`src/rtl/pdh_cmd_master.sv`:
```
`default_nettype none
// ============================================================================
// Module   : pdh_cmd_master
// Purpose  : Fabric-side initiator for the PDH core 32-bit GPIO command word.
//            Accepts {cmd, data} requests, sequences setup / strobe / settle
//            phases on the command word, then polls the callback word until
//            its command field echoes the issued command (or a timeout
//            expires) and returns the captured callback word.
// Ports    : clk, rst_ni            - clock, synchronous active-low reset
//            req_*                  - request handshake {cmd, data, nostrobe}
//            rsp_*                  - response handshake {data, timeout}
//            core_rst_req_i         - level request for a core reset pulse
//            gpio_to_core_o         - {rst, strobe, cmd[3:0], data[25:0]}
//            gpio_from_core_i       - callback word, [31:28] = echoed cmd
//            busy_o                 - high whenever the master is not idle
// Revision : 1.0 - initial release
// ============================================================================
module pdh_cmd_master #(
  parameter int SETUP_CYCLES   = 2,
  parameter int HOLD_CYCLES    = 2,
  parameter int SETTLE_CYCLES  = 4,
  parameter int TIMEOUT_CYCLES = 64,
  parameter int RST_CYCLES     = 4
) (
  input  logic        clk,
  input  logic        rst_ni,
  input  logic        req_valid_i,
  output logic        req_ready_o,
  input  logic [3:0]  req_cmd_i,
  input  logic [25:0] req_data_i,
  input  logic        req_nostrobe_i,
  output logic        rsp_valid_o,
  input  logic        rsp_ready_i,
  output logic [31:0] rsp_data_o,
  output logic        rsp_timeout_o,
  input  logic        core_rst_req_i,
  output logic [31:0] gpio_to_core_o,
  input  logic [31:0] gpio_from_core_i,
  output logic        busy_o
);

  // Counter is sized for the largest phase length.
  localparam int MAX_AB  = (SETUP_CYCLES > HOLD_CYCLES) ? SETUP_CYCLES : HOLD_CYCLES;
  localparam int MAX_CD  = (SETTLE_CYCLES > TIMEOUT_CYCLES) ? SETTLE_CYCLES : TIMEOUT_CYCLES;
  localparam int MAX_ABCD = (MAX_AB > MAX_CD) ? MAX_AB : MAX_CD;
  localparam int MAX_P   = (MAX_ABCD > RST_CYCLES) ? MAX_ABCD : RST_CYCLES;
  localparam int CW      = $clog2(MAX_P + 1);

  // Each phase reloads with (length - 1) and leaves when the counter is zero.
  localparam logic [CW-1:0] SETUP_LOAD  = CW'(SETUP_CYCLES - 1);
  localparam logic [CW-1:0] HOLD_LOAD   = CW'(HOLD_CYCLES - 1);
  localparam logic [CW-1:0] SETTLE_LOAD = CW'(SETTLE_CYCLES - 1);
  localparam logic [CW-1:0] RST_LOAD    = CW'(RST_CYCLES - 1);
  // The first callback sample is taken on the edge that ends SETTLE, so
  // WAIT_CB only has TIMEOUT_CYCLES-1 samples left and reloads with one less.
  localparam logic [CW-1:0] WAIT_LOAD   = CW'((TIMEOUT_CYCLES >= 2) ? TIMEOUT_CYCLES - 2 : 0);
  localparam bit            TIMEOUT_ONE = (TIMEOUT_CYCLES == 1);

  typedef enum logic [2:0] {
    IDLE     = 3'd0,
    CORE_RST = 3'd1,
    SETUP    = 3'd2,
    STROBE   = 3'd3,
    SETTLE   = 3'd4,
    WAIT_CB  = 3'd5,
    RESP     = 3'd6
  } state_t;

  state_t          state;
  logic [CW-1:0]   cnt;
  logic [3:0]      cmd_lat;
  logic            nostrobe_lat;

  logic            cb_match;
  logic            last_sample;

  assign cb_match    = (gpio_from_core_i[31:28] == cmd_lat);
  // In SETTLE the only sample taken is sample 0.
  assign last_sample = (state == SETTLE) ? TIMEOUT_ONE : (cnt == '0);

  assign req_ready_o = (state == IDLE) && !core_rst_req_i;
  assign busy_o      = (state != IDLE);

  always_ff @(posedge clk) begin
    if (!rst_ni) begin
      state          <= IDLE;
      cnt            <= '0;
      cmd_lat        <= '0;
      nostrobe_lat   <= 1'b0;
      gpio_to_core_o <= '0;
      rsp_valid_o    <= 1'b0;
      rsp_data_o     <= '0;
      rsp_timeout_o  <= 1'b0;
    end else begin
      case (state)
        IDLE: begin
          gpio_to_core_o <= '0;
          if (core_rst_req_i) begin
            state          <= CORE_RST;
            gpio_to_core_o <= 32'h8000_0000;
            cnt            <= RST_LOAD;
          end else if (req_valid_i) begin
            cmd_lat        <= req_cmd_i;
            nostrobe_lat   <= req_nostrobe_i;
            gpio_to_core_o <= {2'b00, req_cmd_i, req_data_i};
            state          <= SETUP;
            cnt            <= SETUP_LOAD;
          end
        end

        CORE_RST: begin
          if (cnt == '0) begin
            state          <= IDLE;
            gpio_to_core_o <= '0;
          end else begin
            cnt <= cnt - 1'b1;
          end
        end

        SETUP: begin
          if (cnt == '0) begin
            if (nostrobe_lat) begin
              state <= SETTLE;
              cnt   <= SETTLE_LOAD;
            end else begin
              state              <= STROBE;
              gpio_to_core_o[30] <= 1'b1;
              cnt                <= HOLD_LOAD;
            end
          end else begin
            cnt <= cnt - 1'b1;
          end
        end

        STROBE: begin
          if (cnt == '0) begin
            state              <= SETTLE;
            gpio_to_core_o[30] <= 1'b0;
            cnt                <= SETTLE_LOAD;
          end else begin
            cnt <= cnt - 1'b1;
          end
        end

        // SETTLE's final edge doubles as callback sample 0; WAIT_CB takes
        // the remaining samples.
        SETTLE, WAIT_CB: begin
          if ((state == SETTLE) && (cnt != '0)) begin
            cnt <= cnt - 1'b1;
          end else if (cb_match || last_sample) begin
            rsp_data_o     <= gpio_from_core_i;
            rsp_timeout_o  <= !cb_match;
            rsp_valid_o    <= 1'b1;
            gpio_to_core_o <= '0;
            state          <= RESP;
          end else begin
            state <= WAIT_CB;
            cnt   <= (state == SETTLE) ? WAIT_LOAD : cnt - 1'b1;
          end
        end

        RESP: begin
          if (rsp_ready_i) begin
            rsp_valid_o <= 1'b0;
            state       <= IDLE;
          end
        end

        default: begin
          state          <= IDLE;
          gpio_to_core_o <= '0;
          rsp_valid_o    <= 1'b0;
        end
      endcase
    end
  end

endmodule
`default_nettype wire

```
`config.mk`:
```
export PLATFORM = sky130hd
export DESIGN_NAME = pdh_cmd_master
export DESIGN_NICKNAME = d
export VERILOG_FILES = /design/src/rtl/pdh_cmd_master.sv
export SDC_FILE = /design/constraint.sdc
export NUM_CORES = 1
export LEC_CHECK = 0
export ABC_AREA = 1
export CORE_MARGIN = 1.5
export CORE_UTILIZATION = 58
export DETAILED_ROUTE_END_ITERATION = 7
export DONT_BUFFER_PORTS = 1
export HOLD_SLACK_MARGIN = 0.1
export MAX_ROUTING_LAYER = met4
export PLACE_DENSITY = 0.8
export SYNTH_ARGS = -nofsm -noshare
export SYNTH_HDL_FRONTEND = slang
export SYNTH_SLANG_ARGS = --single-unit
```
`constraint.sdc`:
```
create_clock -name clk -period 2.3 [get_ports clk]
set_input_delay 0.345 -clock clk [delete_from_list [all_inputs] [get_ports clk]]
set_output_delay 0.345 -clock clk [all_outputs]
set_load 0.1 [all_outputs]
```
---- Word level (Yosys, flattened, before mapping) ----
Cells that the tools add are included.
operators by class
  $add $sub $neg .......................... 1
  eq/ne operators ......................... 17
  multiplexer cells ....................... 36
  bitwise logic cells ..................... 5
  reductions and logical operators ........ 20
operators by type and width
  cell                                                                count
  32-bit 2-to-1 mux                                                   4
  30-bit one-hot mux with 4 select lines                              1
  7-bit 2-to-1 mux                                                    8
  7-bit one-hot mux with 5 select lines                               1
  30-bit 2-to-1 mux                                                   1
  3-bit 2-to-1 mux                                                    8
  3-bit one-hot mux with 6 select lines                               1
  2-bit != test, second input constant                                8
  4-bit AND reduction                                                 3
  3-bit == test, second input constant                                3
  7-bit zero test                                                     1
  1-bit 2-to-1 mux                                                    7
  7-bit AND reduction                                                 1
  7-bit nonzero test                                                  1
  7-bit by 1-bit subtractor with 7-bit output, second input constant  1
  3-bit by 2-bit == test with 1-bit output, second input constant     2
  3-bit != test, second input constant                                2
  1-bit one-hot mux with 6 select lines                               1
  3-bit AND reduction                                                 2
  6-bit AND reduction                                                 1
  1-bit inverter                                                      5
  5-bit nonzero test                                                  1
  4-bit == test                                                       1
  2-bit 2-to-1 mux                                                    2
  11 further kinds                                                    13
storage, ports and cells
  bits in registers ....................... 81
  input port bits ......................... 68
  output and inout port bits .............. 68
  word-level logic and storage cells ...... 88

---- Logic depth before layout (Yosys ltp) ----
Gate-level depths: netlist of run 1.
  word-level depth ........................ 6
  depth in mapped cells ................... 14
  mapped depth without buffers ............ 12

---- Least setup slack after synthesis of run 1 ----
Ideal clock, no wire load.
  path type ............................... reg2reg
  start point ............................. reg state[2]
  end point ............................... reg cnt[1]
  setup time .............................. 112 ps
  arrival time ............................ 2,537 ps
  required time ........................... 2,188 ps
  slack ................................... -349 ps
  cell stages (with the launch flop) ...... 11
  path buffers ............................ 0
  period minus slack after synthesis ...... 2,649 ps
  cell sequence ........................... dfxtp_1 > nor2_2 > nand2_2 > nor2_2 > nand2_1 > nand2_1 > a21oi_4 > nand2_2 > nand2_1 > nand2_1 > nor2_1
on the way
  cells in the longest elaborated chain, start to end .. 5
  elaborated cells on any way between the ends .. 19
  classes of those cells .................. 8 x eq/ne; 5 x mux; 6 x reduce/logical
ends and longest elaborated chain
  element                                                                       RTL line  RTL
  from (decl)                                                                   69        state_t state;
  from (signal assigned)                                                        86        state <= IDLE;
  from (signal assigned)                                                        99        state <= CORE_RST;
  from (signal assigned)                                                        106       state <= SETUP;
  3-bit == test                                                                 n/a
  7-bit 2-to-1 mux or 1-bit 2-to-1 mux (tied branches)                          158, 79
  7-bit 2-to-1 mux or 1-bit logical OR (tied branches)                          150       end else if (cb_match || last_sample) begin
  7-bit 2-to-1 mux or 3-bit != test (tied branches)                             n/a
  7-bit one-hot mux with 5 select lines or 4-bit AND reduction (tied branches)  n/a
  to (signal assigned)                                                          116       cnt <= cnt - 1'b1;
  to (signal assigned)                                                          149       cnt <= cnt - 1'b1;
  to (signal assigned)                                                          158       cnt <= (state == SETTLE) ? WAIT_LOAD : cnt - 1'b1;
  to (decl)                                                                     70        logic [CW-1:0] cnt;
Parallel ways exist; a longest one is shown, timed or not. The select of a mux whose other input is x is not followed.
A chain may end at the register's enable or synchronous reset.

---- Final worst setup path of run 1 ----
  start point ............................. reg cnt[0]
  end point ............................... reg gpio_to_core_o[6]
on the way
  cells in the longest elaborated chain, start to end .. 5
  elaborated cells on any way between the ends .. 9
  classes of those cells .................. 3 x eq/ne; 1 x mux; 5 x reduce/logical
ends and longest elaborated chain
  element                                 RTL line  RTL
  from (signal assigned)                  116
  from (signal assigned)                  131       cnt <= cnt - 1'b1;
  from (signal assigned)                  141       cnt <= cnt - 1'b1;
  7-bit zero test                         79, 112
  1-bit 2-to-1 mux                        79        assign last_sample = (state == SETTLE) ? TIMEOUT_ONE : (cnt == '0);
  1-bit logical OR                        150
  2-bit != test (no source line)          n/a
  4-bit AND reduction (no source line) *  n/a
  to (signal assigned)                    105       gpio_to_core_o <= {2'b00, req_cmd_i, req_data_i};
  to (decl)                               37        output logic [31:0] gpio_to_core_o,
Every way passes the cells marked *; elsewhere a longest branch is shown, timed or not.

==> results of run 1 <==
==> metrics by stage <==
| step | worst slack [ns] | instance area (um2) |
|---|---|---|
| floorplan | 0.003735 | 3993 |
| global placement | 0.3383 | 4454 |
| detailed placement | 0.2515 | 4454 |
| CTS | 0.2333 | 4707 |
| global route | 0.04558 | 4713 |
| finish | 0.2793 | 4713 |
==> cell type report <==
| class | count | area, um2 |
|---|---|---|
| multi-input cells | 414 | 1837 |
| inverters | 96 | 361.6 |
| clock inverters | 6 | 75.07 |
| well taps | 80 | 100.1 |
| flip-flops and latches | 81 | 1622 |
| repair buffers | 76 | 580.6 |
| fillers | 575 | 2006 |
| clock buffers | 10 | 137.6 |
==> flip-flops by register name, summed over array words and instances (netlist names) <==
name            count
cnt                 7
gpio_to_core_o     32
state               3
cmd_lat             4
rsp_timeout_o       1
rsp_data_o         32
rsp_valid_o         1
nostrobe_lat        1
==> synth_stat cells (2+ instances only) <==
master,count,area (um2)
clkinv_1,2,7.510
buf_4,5,37.54
dfxtp_1,81,1622
nand3_1,45,225.2
clkbuf_1,8,30.03
nor2_2,5,31.28
ha_1,2,25.02
nand2_1,230,863.3
buf_2,11,55.05
buf_6,5,56.30
nand3_2,2,20.02
nand4_1,2,12.51
inv_1,86,322.8
a21oi_1,53,265.3
nor2_4,2,22.52
nand2_2,9,56.30
nand3b_1,3,22.52
o21ai_0,4,20.02
nor2_1,50,187.7
inv_2,8,30.03
==> worst min-delay path by stage <==
stage	startpoint	end	cells past startpoint
after floorplan	cmd_lat[0]$_SDFFE_PN0P_	cmd_lat[0]$_SDFFE_PN0P_	2
after global placement	rsp_data_o[26]$_SDFFE_PN0P_	rsp_data_o[26]$_SDFFE_PN0P_	2
after detailed placement	rsp_data_o[26]$_SDFFE_PN0P_	rsp_data_o[26]$_SDFFE_PN0P_	2
after CTS	rst_ni	gpio_to_core_o[11]$_SDFFE_PN0P_	2
after global routing	rst_ni	gpio_to_core_o[19]$_SDFFE_PN0P_	2
final	rst_ni	gpio_to_core_o[5]$_SDFFE_PN0P_	2
==> timing repair <==
| item | in CTS | in global routing |
|---|---|---|
| endpoints found under the hold margin | 9 | 0 |
| gates resized for setup | 0 | 2 |
| endpoints found under the setup margin | 0 | 4 |
| hold buffers | 4 | 0 |
==> worst max-delay path, cell delays in order, from the launching register on <==
cell	delay [ns]
dfxtp_1	0.34
inv_1	0.12
ha_1	0.18
inv_1	0.04
nor2_1	0.10
nand3_2	0.17
nand2_1	0.22
nand2_1	0.09
inv_2	0.08
buf_4	0.33
nand3_1	0.13
nand2_1	0.09
nor2_1	0.04
==> cells by family after synthesis <==
logic type / share of synthesized area (%)
AOI/OAI and AO/OA: 7.687
DFF: 40.67
adders and majority gates: 0.6274
xor gates and xnor gates: 0.2197
and+or+nand+nor: 37.28
buffers and inverters: 13.52
==> metal layers <==
metal,part of all wire [%],global-route usage [%],vias to the layer above
li1,-,-,1981
met1,41,28.61,1770
met2,50,48.03,158
met3,7.3,5.679,18
met4,1.7,11.00,0
met5,0,-,-
==> impl_metrics.tcl, run 1 <==
set metrics [dict create \
    start_kind "flip-flop" \
    netlist_area_mm2 0.003988 \
    stdcell_count 763 \
    cts_max_level 3 \
    die_w_um 85.92 \
    gp_congestion 0.9323 \
    layout_common_cells "nand2_1 (230), inv_1 (86), dfxtp_1 (81), buf_4 (72), a21oi_1 (53)" \
    grt_pass1_wl_um 15330 \
    whs_ns 0.1115 \
    cts_buffers 9 \
    critPathLaunch "cnt[0]$_SDFFE_PN0P_" \
    slew_viol_final 0 \
    clockRootBuffer "clkbuf_8" \
    period_share_pct 87.86 \
    synth-edff-count 0 \
    period_needed_ns 2.021 \
    clk_transition_reported_paths_ns 0.09 \
    post_cts_buffers 0 \
    setup_tns_ns 0 \
    regToRegSetupSlack_ns 0.28 \
    cts_tree "done" \
    initial_core_util_pct 59.35 \
    critical_path_class "reg -> reg" \
    avgSynthCellArea_um2 6.432 \
    final_hold_viol_count 0 \
    ys_types 27 \
    slew_headroom_pct 48.67 \
    fin_skew_ns 0.01080 \
    grt_usage_pct 26.78 \
    coreArea_mm2 0.006719 \
    gr-total-overflow 0 \
    drtPass1Iterations 5 \
    rsz0062_at_grt "no" \
    rows 30 \
    r2r_end "gpio_to_core_o[6]$_SDFFE_PN0P_" \
    die_h_um 85.92 \
    vias 3927 \
    fin_nets 748 \
    worstPathRequired_ns 2.56 \
    routed_wl_um 9572 \
    finalSetupViolations 0 \
    syn2layout_area_growth_pct 18.20 \
    place_inst 743 \
    crit_path_end "gpio_to_core_o[6]$_SDFFE_PN0P_" \
    synthesis.nets 690 \
    final_common_cell "nand2_1" \
    antenna_found_initial 0 \
    ys_seq_elements 81 \
    r2r_start "cnt[0]$_SDFFE_PN0P_" \
    fin_util_pct 70.15 \
    max_cap_violations 0 \
    cp.arrival_ns 2.28 \
    clock_tree.buffer_depth 2 \
    avgViaCountPerCell 5.147 \
    drc 0 \
    drt-wirelength-per-cell_um 12.55 \
    grt_pass1_vias 3631 \
    critPathCaptureType "flip-flop" \
    diodes 0 \
    clkSinkCount 81 \
    layout-drive-gt1-share_pct 17.13 \
    synthCells 620 \
    worstMarginPinSlew_ns 0.7689 \
    postRouteAntennaNets 0 \
    grt_max_degree 47 \
    initialDrtViolationCount 284 \
    status "completed" \
    port_buffers 0 \
    async_flop_share_pct 0 \
    hpwl_um 6480 \
    crit_fanout 33 \
    clk_latency_ns 0.36 \
    die_area_mm2 0.007381 \
    hold_path.class "in -> reg" \
    ys.warnings.count 0 \
    ys.flop_type "dfxtp_1" \
    seq_area_frac_synth_pct 40.67 \
    clock.fmax_mhz 494.9 \
    reg2regPathDepth 12 \
    io_pins 136 \
]
Power of run 1 is not shown: default switching activity piles up to over one toggle a cycle in this logic, so the estimate is an artifact.
==> run 2, diff against run 1 <==
--- a/config.mk
+++ b/config.mk
@@ -6,13 +6,13 @@
 export NUM_CORES = 1
 export LEC_CHECK = 0
 export ABC_AREA = 1
-export CORE_MARGIN = 1.5
+export CORE_MARGIN = 10
 export CORE_UTILIZATION = 58
 export DETAILED_ROUTE_END_ITERATION = 7
 export DONT_BUFFER_PORTS = 1
 export HOLD_SLACK_MARGIN = 0.1
 export MAX_ROUTING_LAYER = met4
-export PLACE_DENSITY = 0.8
+export PLACE_DENSITY = 0.74
 export SYNTH_ARGS = -nofsm -noshare
 export SYNTH_HDL_FRONTEND = slang
 export SYNTH_SLANG_ARGS = --single-unit
==> impl_metrics.tcl, run 2 (same netlist as run 1, synthesis figures left out) <==
set metrics [dict create \
    hpwl_um 7692 \
    clock_tree.buffer_depth 2 \
    cp.arrival_ns 2.20 \
    layout-drive-gt1-share_pct 17.66 \
    routed_wl_um 10460 \
    cts_buffers 9 \
    diodes 0 \
    clk_latency_ns 0.35 \
    grt_pass1_wl_um 16730 \
    layout_common_cells "nand2_1 (230), inv_1 (86), dfxtp_1 (81), buf_4 (76), a21oi_1 (53)" \
    slowest_delay_ns 0.37 \
    critical_path_class "reg -> reg" \
    clockRootBuffer "clkbuf_8" \
    use_met2_pct 33.11 \
    slew_headroom_pct 48.60 \
    setup_tns_ns 0 \
    die_area_mm2 0.01059 \
    initial_core_util_pct 59.35 \
    cts_tree "done" \
    cts_max_level 3 \
    drt-wirelength-per-cell_um 13.67 \
    coreArea_mm2 0.006719 \
    io_pins 136 \
    gp_congestion 0.9016 \
    fin_skew_ns 0.009874 \
    gr-total-overflow 0 \
    regToRegSetupSlack_ns 0.30 \
    clkSinkCount 81 \
    antenna_found_initial 0 \
    die_h_um 102.9 \
    rsz0062_at_grt "no" \
    hold_path.class "in -> reg" \
    critPathCaptureType "flip-flop" \
    grtUsageMet3_pct 5.898 \
    grt_usage_pct 19.92 \
    start_kind "flip-flop" \
    path_cells "inv_1 > ha_1 > inv_1 > nor2_1 > nand3_2 > nand2_1 > nand3_4 > clkinv_2 > nand2_1 > a21oi_1" \
    avgViaCountPerCell 5.008 \
    postRouteAntennaNets 0 \
    die_w_um 102.9 \
    globalRoute.busiestLayer "met2" \
    clock.fmax_mhz 499.3 \
    fillers 572 \
    drtPass1Iterations 4 \
    syn2layout_area_growth_pct 17.60 \
    period_needed_ns 2.003 \
    worstPathRequired_ns 2.50 \
    clk_transition_reported_paths_ns 0.09 \
    port_buffers 0 \
    final_hold_viol_count 0 \
    grt_max_degree 47 \
    initialDrtViolationCount 181 \
    crit_fanout 33 \
    vias 3831 \
    crit_path_top_delay_cell "dfxtp_1" \
    slew_viol_final 0 \
    grt_use_met1_pct 22.48 \
    final_common_cell "nand2_1" \
    status "completed" \
    grt_pass1_vias 3668 \
    max_cap_violations 0 \
    rows 30 \
    top_regs "gpio_to_core_o (32), rsp_data_o (32), cnt (7)" \
    drc 0 \
    worstMarginPinSlew_ns 0.7698 \
    finalSetupViolations 0 \
    period_share_pct 87.07 \
    fin_nets 750 \
]
-- run 2: cell count changes in the layout (fill, tap and decap cells not counted), sizes merged --
| cell | before | now |
|---|---|---|
| clkbuf | 10 | 9 |
| dlygate4sd3 | 4 | 2 |
| bufinv | 1 | 0 |
| buf | 72 | 76 |
| clkinv | 5 | 7 |
-- run 2: timing repair --
| action | in CTS | in global routing |
|---|---|---|
| hold endpoints to repair | 1 | 2 |
| resized for setup | 0 | 2 |
| endpoints found under the setup margin | 0 | 32 |
| hold buffers | 1 | 1 |
| setup buffers | 0 | 0 |
-- run 2: cell type report --
type | count | area, um2 | share of cell area, %
Tap cell | 80 | 100.1 | 2.134
Inverter | 96 | 361.6 | 7.711
Clock buffer | 9 | 123.9 | 2.641
Clock inverter | 7 | 55.05 | 1.174
Timing Repair Buffer | 78 | 590.6 | 12.59
Multi-Input combinational cell | 414 | 1837 | 39.17
Sequential cell | 81 | 1622 | 34.58
-- run 2: final timing paths --
kind,startpoint,endpoint,cells past startpoint
max reg2reg,cnt[0]$_SDFFE_PN0P_,rsp_data_o[12]$_SDFFE_PN0P_,10
min,rst_ni,gpio_to_core_o[13]$_SDFFE_PN0P_,2
max,cnt[0]$_SDFFE_PN0P_,rsp_data_o[12]$_SDFFE_PN0P_,10
min reg2reg,rsp_data_o[21]$_SDFFE_PN0P_,rsp_data_o[21]$_SDFFE_PN0P_,2
-- run 2: critical path, delay by kind of cell (launching register included) --
kind / cells / cell delay [ns]
buf+inv: 3 / 0.50
fa+ha+maj: 1 / 0.22
simple gates: 5 / 0.66
flops: 1 / 0.37
compound gates: 1 / 0.08
-- run 2: routing by layer --
metal  routed length [um]  part of all wire, %
met1                 4251                   41
met2                 4996                   48
met5                    0                    0
met4                  155                  1.5
met3                 1052                   10
-- run 2: metrics by stage --
| stage | instances | hold slack (ns) | util [%] | worst slack, ns | cell area [um2] |
|---|---|---|---|---|---|
| finish | 765 | 0.1118 | 69.80 | 0.2973 | 4690 |
| floorplan | 620 | 0.4539 | - | 0.003735 | 3993 |
| CTS | 764 | 0.1009 | 69.55 | 0.1954 | 4673 |
| detailed placement | 747 | 0.4688 | 66.74 | 0.2426 | 4484 |
| global route | 765 | 0.1010 | 69.80 | 0.05091 | 4690 |
| global placement | 747 | 0.4533 | 66.74 | 0.3363 | 4484 |
Power of run 2 is left out for the same reason.
==> run 3, diff against run 2 <==
--- a/config.mk
+++ b/config.mk
@@ -6,6 +6,7 @@
 export NUM_CORES = 1
 export LEC_CHECK = 0
 export ABC_AREA = 1
+export CORE_ASPECT_RATIO = 1.25
 export CORE_MARGIN = 10
 export CORE_UTILIZATION = 58
 export DETAILED_ROUTE_END_ITERATION = 7
==> impl_metrics.tcl, run 3 (same netlist as run 1, synthesis figures left out) <==
set metrics [dict create \
    status "completed" \
    clock.fmax_mhz 487.8 \
    hp-start "rst_ni" \
    post_cts_resized 0 \
    path_cells "inv_1 > ha_1 > inv_1 > nor2_1 > nand3_2 > nand2_1 > nand2_1 > inv_2 > nand2_2 > nand2_1 > inv_1 > nor2_1" \
    coreArea_mm2 0.006606 \
    slowest_delay_ns 0.34 \
    die_h_um 112.7 \
    clockRootBuffer "clkbuf_8" \
    io_pins 136 \
    clock_tree.buffer_depth 2 \
    fin_util_pct 71.02 \
    wl_met1_um 4105 \
    max_cap_violations 0 \
    cts_tree "done" \
    crit_fanout 31 \
    regArea_mm2 0.001622 \
    cts_max_level 3 \
    dr_wl_met3_um 981 \
    grt_max_degree 47 \
    start_kind "flip-flop" \
    drt-wirelength-per-cell_um 13.53 \
    post_cts_buffers 0 \
    die_w_um 94.16 \
    r2r_start "cnt[0]$_SDFFE_PN0P_" \
    hpwl_um 7526 \
    postRouteAntennaNets 0 \
    gr-total-overflow 0 \
    critical_path_class "reg -> reg" \
    met2_length_um 5130 \
    die_area_mm2 0.01061 \
    gp_congestion 0.8648 \
    layout-drive-gt1-share_pct 17.03 \
    rows 33 \
    dr.max_layer_used "met4" \
    slew_viol_final 0 \
    port_buffers 0 \
    slew_headroom_pct 47.51 \
    multi_input_area_mm2 0.001832 \
    critPathCaptureType "flip-flop" \
    worstPathRequired_ns 2.58 \
    crit_path_top_delay_cell "dfxtp_1" \
    period_needed_ns 2.050 \
    hold_path.class "in -> reg" \
    period_share_pct 89.13 \
    fin_nets 746 \
    finalSetupViolations 0 \
    grt_pass1_wl_um 16430 \
    clk_transition_reported_paths_ns 0.08 \
    routed_wl_um 10400 \
    cts_buffers 9 \
    setup_tns_ns 0 \
    clkSinkCount 81 \
    stdcell_count 769 \
    grt_usage_pct 19.11 \
    place_inst 750 \
    final_common_cell "nand2_1" \
    syn2layout_area_growth_pct 17.67 \
    final_hold_viol_count 0 \
    grt_pass1_vias 3607 \
    rsz0062_at_grt "no" \
    clk_latency_ns 0.34 \
    vias 3798 \
    worstMarginPinSlew_ns 0.7863 \
    top_regs "gpio_to_core_o (32), rsp_data_o (32), cnt (7)" \
    initial_core_util_pct 60.36 \
    critPathLaunch "cnt[0]$_SDFFE_PN0P_" \
    avgViaCountPerCell 4.939 \
    drc 0 \
    drtPass1Iterations 4 \
    antenna_found_initial 1 \
    whs_ns 0.1140 \
    fin_skew_ns 0.006081 \
    initialDrtViolationCount 226 \
    fillers 579 \
    cp.arrival_ns 2.33 \
    layout_common_cells "nand2_1 (230), inv_1 (86), dfxtp_1 (81), buf_4 (71), a21oi_1 (53)" \
]
-- run 3: cell count changes in the layout (fill, tap and decap cells not counted), sizes merged --
cell / change
diode: +1
clkinv: -2
clkinvlp: -1
buf: -4
bufinv: +1
clkbuf: +1
inv: +1
-- run 3: worst paths after layout --
path,to,slack (ns),depth (start not counted)
worst min register to register,rsp_data_o[15]$_SDFFE_PN0P_,0.47,2
worst min-delay path,gpio_to_core_o[23]$_SDFFE_PN0P_,0.11,2
worst max-delay path,gpio_to_core_o[24]$_SDFFE_PN0P_,0.25,12
worst max register to register,gpio_to_core_o[24]$_SDFFE_PN0P_,0.25,12
-- run 3: timing repair --
item	CTS	global route
setup endpoints to repair	0	0
hold buffers	1	1
hold endpoints to repair	1	1
-- run 3: through the flow --
stage	cell area [um2]	worst slack, ns
3_5_place_dp	4476	0.2748
6_report	4692	0.2499
4_1_cts	4679	0.2460
3_3_place_gp	4476	0.3490
2_1_floorplan	3993	0.003735
5_1_grt	4692	0.01347
-- run 3: routing by layer --
metal	vias to the layer above	GRT usage, %
li1	1984	-
met1	1677	21.61
met2	122	30.83
met3	15	5.886
met4	0	7.107
met5	-	-
-- run 3: area by class of cell --
class                      instances  area share, %
antenna                            1        0.05333
clock buffer                      10          2.720
clock inverter                     6          1.413
inverter                          96          7.680
multi-input combinational        414          39.04
sequential                        81          34.56
tap                               87          2.320
timing repair buffer              74          12.21
-- run 3: worst max-delay path: cells and delay by family, from the launching register on --
kind,cells,cell delay [ns]
AND/OR/NAND/NOR,7,1.19
buffers and inverters,4,0.27
flip-flops,1,0.34
adder cells (fa/ha/maj),1,0.17
Power of run 3 is left out for the same reason.
